$ cat config.mk
export PLATFORM = sky130hd
export DESIGN_NAME = fifo_mem_dp_pipe
export DESIGN_NICKNAME = d
export VERILOG_FILES = /design/src/rtl/fifo_mem_dp_pipe.sv
export SDC_FILE = /design/constraint.sdc
export NUM_CORES = 1
export LEC_CHECK = 0
export CAP_MARGIN = 20
export CORE_MARGIN = 2
export CORE_UTILIZATION = 40
export CTS_BUF_LIST = sky130_fd_sc_hd__clkbuf_4
export DETAILED_ROUTE_END_ITERATION = 8
export SETUP_SLACK_MARGIN = 0.4
export SYNTH_ARGS = -nofsm -noshare
export SYNTH_HDL_FRONTEND = slang
export SYNTH_SLANG_ARGS = --single-unit
export TNS_END_PERCENT = 100
$ cat constraint.sdc
create_clock -name clk -period 1.8 [get_ports clk]
set_input_delay 0.27 -clock clk [delete_from_list [all_inputs] [get_ports clk]]
set_output_delay 0.27 -clock clk [all_outputs]
set_load 0.02 [all_outputs]
$ cat src/rtl/fifo_mem_dp_pipe.sv
// Simple dual-port FIFO storage array with byte-enable writes and a 1- or 2-cycle registered read.
// Optional per-lane parity storage and checking is enabled by defining FIFO_MEM_PARITY_EN.
module fifo_mem_dp_pipe #(
   parameter int ADDR_WIDTH = 4,
   parameter int DATA_WIDTH = 8,
   parameter int BYTE_WIDTH = 8,
   parameter int RD_LATENCY = 1,
   parameter int RDW_MODE   = 0
) (
   input  logic                             clk,
   input  logic                             rst,
   input  logic                             wr_en,
   input  logic [DATA_WIDTH/BYTE_WIDTH-1:0] wr_be,
   input  logic [ADDR_WIDTH-1:0]            waddr,
   input  logic [DATA_WIDTH-1:0]            wr_data,
   input  logic [DATA_WIDTH/BYTE_WIDTH-1:0] wr_par_flip,
   input  logic                             rd_en,
   input  logic [ADDR_WIDTH-1:0]            raddr,
   output logic [DATA_WIDTH-1:0]            rd_data,
   output logic                             rd_valid,
   output logic                             rd_par_err
);

   localparam int NB    = DATA_WIDTH / BYTE_WIDTH;
   localparam int DEPTH = 2 ** ADDR_WIDTH;

   if (!((RD_LATENCY == 32'sd1) || (RD_LATENCY == 32'sd2))) begin : g_bad_latency
      $error("fifo_mem_dp_pipe: RD_LATENCY must be 1 or 2");
   end
   if ((DATA_WIDTH % BYTE_WIDTH) != 32'sd0) begin : g_bad_width
      $error("fifo_mem_dp_pipe: DATA_WIDTH must be a multiple of BYTE_WIDTH");
   end

   logic [DATA_WIDTH-1:0] mem_r [DEPTH];
   logic                  wr_acc_s;
   logic                  rd_acc_s;
   logic                  fwd_s;
   logic [DATA_WIDTH-1:0] rd_word_s;
   logic                  rd_err_s;
   logic                  pre_valid_s;
   logic [DATA_WIDTH-1:0] pre_data_s;
   logic                  pre_err_s;

   assign wr_acc_s = wr_en & ~rst;
   assign rd_acc_s = rd_en & ~rst;
   assign fwd_s    = (RDW_MODE == 32'sd1) && wr_acc_s && rd_acc_s && (waddr == raddr);

   // Byte-lane write port; array contents are deliberately left unreset.
   always_ff @(posedge clk) begin
      if (wr_acc_s) begin
         for (int i = 0; i < NB; i++) begin
            if (wr_be[i]) begin
               mem_r[waddr][i*BYTE_WIDTH +: BYTE_WIDTH] <= wr_data[i*BYTE_WIDTH +: BYTE_WIDTH];
            end
         end
      end
   end

   // Read word with optional write-through merge of the lanes being written.
   always_comb begin
      rd_word_s = mem_r[raddr];
      for (int i = 0; i < NB; i++) begin
         if (fwd_s && wr_be[i]) begin
            rd_word_s[i*BYTE_WIDTH +: BYTE_WIDTH] = wr_data[i*BYTE_WIDTH +: BYTE_WIDTH];
         end else begin
            rd_word_s[i*BYTE_WIDTH +: BYTE_WIDTH] = mem_r[raddr][i*BYTE_WIDTH +: BYTE_WIDTH];
         end
      end
   end

`ifdef FIFO_MEM_PARITY_EN
   function automatic logic even_par(input logic [BYTE_WIDTH-1:0] lane);
      return ^lane;
   endfunction

   logic [NB-1:0] par_mem_r [DEPTH];
   logic [NB-1:0] rd_par_s;

   // Parity side-array, written lane-by-lane alongside the data.
   always_ff @(posedge clk) begin
      if (wr_acc_s) begin
         for (int i = 0; i < NB; i++) begin
            if (wr_be[i]) begin
               par_mem_r[waddr][i] <= even_par(wr_data[i*BYTE_WIDTH +: BYTE_WIDTH]) ^ wr_par_flip[i];
            end
         end
      end
   end

   // Forwarded lanes carry the incoming parity; the rest use the stored bit.
   always_comb begin
      rd_par_s = par_mem_r[raddr];
      rd_err_s = 1'b0;
      for (int i = 0; i < NB; i++) begin
         if (fwd_s && wr_be[i]) begin
            rd_par_s[i] = even_par(wr_data[i*BYTE_WIDTH +: BYTE_WIDTH]) ^ wr_par_flip[i];
         end else begin
            rd_par_s[i] = par_mem_r[raddr][i];
         end
         rd_err_s = rd_err_s | (even_par(rd_word_s[i*BYTE_WIDTH +: BYTE_WIDTH]) ^ rd_par_s[i]);
      end
   end
`else
   logic unused_par_s;
   assign unused_par_s = ^wr_par_flip;
   assign rd_err_s     = 1'b0;
`endif

   if (RD_LATENCY == 32'sd2) begin : g_lat2
      logic                  s1_valid_r;
      logic [DATA_WIDTH-1:0] s1_data_r;
      logic                  s1_err_r;

      // Stage-1 capture: the word is frozen here, so later writes cannot disturb it.
      always_ff @(posedge clk) begin
         if (rst) begin
            s1_valid_r <= 1'b0;
            s1_data_r  <= {DATA_WIDTH{1'b0}};
            s1_err_r   <= 1'b0;
         end else begin
            s1_valid_r <= rd_acc_s;
            if (rd_acc_s) begin
               s1_data_r <= rd_word_s;
               s1_err_r  <= rd_err_s;
            end
         end
      end

      assign pre_valid_s = s1_valid_r;
      assign pre_data_s  = s1_data_r;
      assign pre_err_s   = s1_err_r;
   end else begin : g_lat1
      assign pre_valid_s = rd_acc_s;
      assign pre_data_s  = rd_word_s;
      assign pre_err_s   = rd_err_s;
   end

   // Output register: data holds between results, valid and error pulse per read.
   always_ff @(posedge clk) begin
      if (rst) begin
         rd_data    <= {DATA_WIDTH{1'b0}};
         rd_valid   <= 1'b0;
         rd_par_err <= 1'b0;
      end else begin
         rd_valid   <= pre_valid_s;
         rd_par_err <= pre_valid_s & pre_err_s;
         if (pre_valid_s) begin
            rd_data <= pre_data_s;
         end
      end
   end

endmodule

==> results.txt <==
The area share of the largest cell type after synthesis came out at between 70% and 80%. The horizontal extent of the die came out at roughly 120 µm. The worst hold path depth came out at 4.

Using the TritonRoute via totals, the vias-per-cell ratio works out to 5.01. The clock period minus worst slack came out at about 1.4 ns. The count of fill cells added during filler insertion came out at ~1100. The total of max-cap violations is 0. The worst hold path endpoint is rd_data[3]. The worst hold path belongs to the class input port to flip-flop. The post-CTS setup repair buffer count is 0.

Sequential elements use approximately three quarters of the synthesized area. The routed wire length came out at 10.7 mm. The worst register-to-register path begins at mem_r[1][3].

From synthesis to final layout, the design area changed by 19.4%. Setup total negative slack on the finished layout was measured at 0 ns. The final max-slew violation count came out at 0. The initial antenna violation count is 1. The maximum operating frequency is 715 MHz. The reg-to-reg setup timing slack is roughly 0.5 ns. The maximum number of pins on one net before global-route repair is 27.

STA classifies the critical path endpoint as a flip-flop. The iteration count of the initial detailed-routing pass came out at 4. The final routed DRC violation total came out at 0. The sum of net half-perimeters after detailed placement came out at 7.44 mm.

Summing every instance area after synthesis gives 0.00542 mm². The total power divided by cell area is slightly below 1000 mW/mm². The number of distinct library cell variants in the gate-level netlist after synthesis came out at 31. The global placer's final weighted congestion came out at roughly 0.90. The final clock skew is 0.0152 ns.

The cell count after synthesis came out at approximately 320. In this run the critical register-to-register path is captured at rd_data[3]. After synthesis the netlist holds a flip-flop and latch count of ~140.

The number of failing setup endpoints in the final timing report is 0. The number of global-route vias before repair came to approximately 3000. The number of synthesis warnings is 0. The wire length of the first global-routing pass came out at 16.8 mm. Yosys mapped a number of flops with a built-in enable equal to 128. After synthesis, the share of flip-flops with an asynchronous set or reset is 0%. The transition time of the tightest slew-check pin is between 0.6 and 0.7 ns.

The H-tree level count came out at 4. The part of the cycle the worst path needs came out at between 70 and 80%. Summing internal, switching and leakage power gives between 0.006 and 0.007 W.

The data required time at the worst endpoint came out at a little over 2 ns. The number of sinks on the clock net is 137. Sorting the synthesized cells by area gives the leading types as sky130_fd_sc_hd__edfxtp_1 71%, sky130_fd_sc_hd__mux2i_1 10%, sky130_fd_sc_hd__dfxtp_1 3.3%. By startpoint and endpoint, the worst setup path is classified as input port to flip-flop. The peak ir drop on the vdd network is 440 µV. The share of the core filled with cells is 48.9%. Measured along the y axis, the die boundary spans ~120 µm. TritonCTS built the clock tree. The buffer type at the clock tree root is sky130_fd_sc_hd__clkbuf_4. The number of cells on the worst reg-to-reg path is 3. Of all nets on the critical path, the largest fanout is 8.

The leakage power total came out at between 2 and 2.5 nW. In this run the count of I/O pins placed on the die edge is 32. The run finished with clean final reports. The row count came out at 42.

STA classifies the critical path startpoint as an input port. The data arrival time of the worst path is roughly 1.6 ns. The worst-case clock buffer depth is 2.

The area of the core came out at about 0.013 mm². The remaining max-slew budget at the tightest pin came out at roughly 53%. sky130_fd_sc_hd__edfxtp_1 takes more of the synthesized area than any other cell. The final net count came out at a little over 400. The wire length per cell after detailed routing came out at around 18 µm. The initial core utilization came out at ~41%. The mean instance size in the synthesized netlist came out at 17.0 µm². The global routing usage summed across all routing layers came out at between 10% and 20%. The net count of the mapped netlist is between 300 and 400. The clock latency at the later pin of the worst-skew pair came out at 0.52 ns. The worst hold path begins at raddr[0]. The number of design-rule violations left by the first detailed-router iteration came out at approximately 270. The area of the die is 0.0145 mm².

The post-route netlist has about a quarter of its cells at a drive strength greater than 1. For this run, the leading register cell type out of synthesis is sky130_fd_sc_hd__edfxtp_1. The number of buffers inserted by port buffering is 29. The detail route stage leaves a number of antenna-violating nets equal to 0. The clock-pin slew of the registers on the worst-case setup and hold paths came out at 0.13 ns.

Counting the buffers created by CTS gives 17. The leftover overflow at the end of global routing is 0. Buffers inserted to repair hold after CTS numbered 0. The vias after detailed routing is 2911. Setup repair after global routing could not meet its margin everywhere. The final hold violation count came to 0.
==> routing by layer <==
metal  GRT usage, %  vias up  share of wire [%]
met1           21.9     1448                 47
met3           3.77        8                3.7
met4           6.18        0               0.76
met5              0        -                  0
li1               -     1398                  -
met2           24.6       57                 48
==> cell type report <==
type	count	area [µm²]	area share (%)
Sequential cell	137	4030	62.2
Multi-Input combinational cell	167	1300	20.1
Timing Repair Buffer	67	567	8.76
Clock inverter	15	224	3.46
Tap cell	176	220	3.40
Clock buffer	17	128	1.97
Inverter	1	3.75	0.0580
Antenna cell	1	2.50	0.0387
==> placed cells by master, fill, tap and decap left out, types with 2 or more instances in the layout <==
| cell type | n |
|---|---|
| sky130_fd_sc_hd__a21oi_1 | 6 |
| sky130_fd_sc_hd__a221oi_1 | 3 |
| sky130_fd_sc_hd__a221oi_2 | 2 |
| sky130_fd_sc_hd__a22oi_1 | 14 |
| sky130_fd_sc_hd__and2_1 | 2 |
| sky130_fd_sc_hd__buf_12 | 3 |
| sky130_fd_sc_hd__buf_2 | 10 |
| sky130_fd_sc_hd__buf_4 | 34 |
| sky130_fd_sc_hd__bufinv_16 | 5 |
| sky130_fd_sc_hd__clkbuf_4 | 17 |
| sky130_fd_sc_hd__clkdlybuf4s50_1 | 19 |
| sky130_fd_sc_hd__clkinv_2 | 3 |
| sky130_fd_sc_hd__clkinv_4 | 3 |
| sky130_fd_sc_hd__clkinvlp_4 | 2 |
| sky130_fd_sc_hd__dfxtp_1 | 8 |
| sky130_fd_sc_hd__edfxtp_1 | 128 |
| sky130_fd_sc_hd__inv_6 | 2 |
| sky130_fd_sc_hd__mux2i_1 | 54 |
| sky130_fd_sc_hd__mux4_1 | 3 |
| sky130_fd_sc_hd__mux4_2 | 2 |
| sky130_fd_sc_hd__nand2_1 | 16 |
| sky130_fd_sc_hd__nand2b_1 | 2 |
| sky130_fd_sc_hd__nand3_1 | 22 |
| sky130_fd_sc_hd__nand3b_1 | 2 |
| sky130_fd_sc_hd__nand4_1 | 2 |
| sky130_fd_sc_hd__nor2_1 | 13 |
| sky130_fd_sc_hd__nor2_2 | 3 |
| sky130_fd_sc_hd__nor2b_1 | 5 |
| sky130_fd_sc_hd__nor3_2 | 3 |
| sky130_fd_sc_hd__o21ai_1 | 4 |
==> cell usage after synthesis, types with 4 or more instances <==
master	count
sky130_fd_sc_hd__buf_2	4
sky130_fd_sc_hd__mux2i_1	54
sky130_fd_sc_hd__nand3_1	22
sky130_fd_sc_hd__nor2_1	17
sky130_fd_sc_hd__edfxtp_1	128
sky130_fd_sc_hd__nor2b_1	6
sky130_fd_sc_hd__o21ai_1	4
sky130_fd_sc_hd__dfxtp_1	9
sky130_fd_sc_hd__nor3_1	4
sky130_fd_sc_hd__a21oi_1	6
sky130_fd_sc_hd__nand2_1	17
sky130_fd_sc_hd__a22oi_1	14
==> through the flow <==
step | hold slack [ns] | area, µm² | setup slack [ns] | instances
floorplan | 0.356 | 5440 | 0.193 | 319
detailed placement | 0.467 | 6140 | -0.162 | 548
CTS | 0.399 | 6440 | 0.406 | 580
global placement | 0.457 | 6140 | -0.143 | 548
finish | 0.447 | 6470 | 0.402 | 581
global route | 0.410 | 6470 | 0.390 | 581
==> registers in the layout (all words and copies together), names as in the netlist <==
name and flops:
rd_data 8, mem_r 128, rd_valid 1
==> logic make-up after synthesis <==
group	after synthesis	share of synthesized area (%)
flops	137	74.3
buf+inv	15	2.56
compound gates	30	3.99
mux	59	12.3
simple gates	77	6.86
other cells	1	0.0692
==> report_power, final <==
group	internal (W)	switching, W	total (W)	leakage [nW]
combinational	0.000163	0.000226	0.000389	0.905
sequential	0.00351	0.0000139	0.00353	1.23
clock	0.00125	0.00112	0.00237	0.182
==> critical path, cell delays in order <==
cell and delay [ns]:
sky130_fd_sc_hd__clkdlybuf4s50_1 0.41, sky130_fd_sc_hd__nand3b_1 0.20, sky130_fd_sc_hd__or3_1 0.41, sky130_fd_sc_hd__nor2_1 0.13
sky130_fd_sc_hd__buf_4 0.20
==> what timing repair did <==
| action | 4_1_cts | 5_1_grt |
|---|---|---|
| endpoints found under the hold margin | 0 | 0 |
| pin swaps | 0 | 2 |
| gates resized for setup | 36 | 8 |
| setup endpoints to repair | 9 | 37 |
==> worst max path at each step <==
| stage | from | endpoint | slack, ns | cells past startpoint |
|---|---|---|---|---|
| after floorplan | rst | mem_r[12][0] | 0.19 | 3 |
| final | rst | mem_r[12][2] | 0.40 | 5 |
| after global placement | rst | mem_r[1][2] | -0.14 | 7 |
| after global routing | rst | mem_r[14][7] | 0.39 | 7 |
| after detailed placement | rst | mem_r[1][2] | -0.16 | 7 |
| after CTS | rst | mem_r[1][4] | 0.41 | 7 |
(Power assumes the default switching activity.)
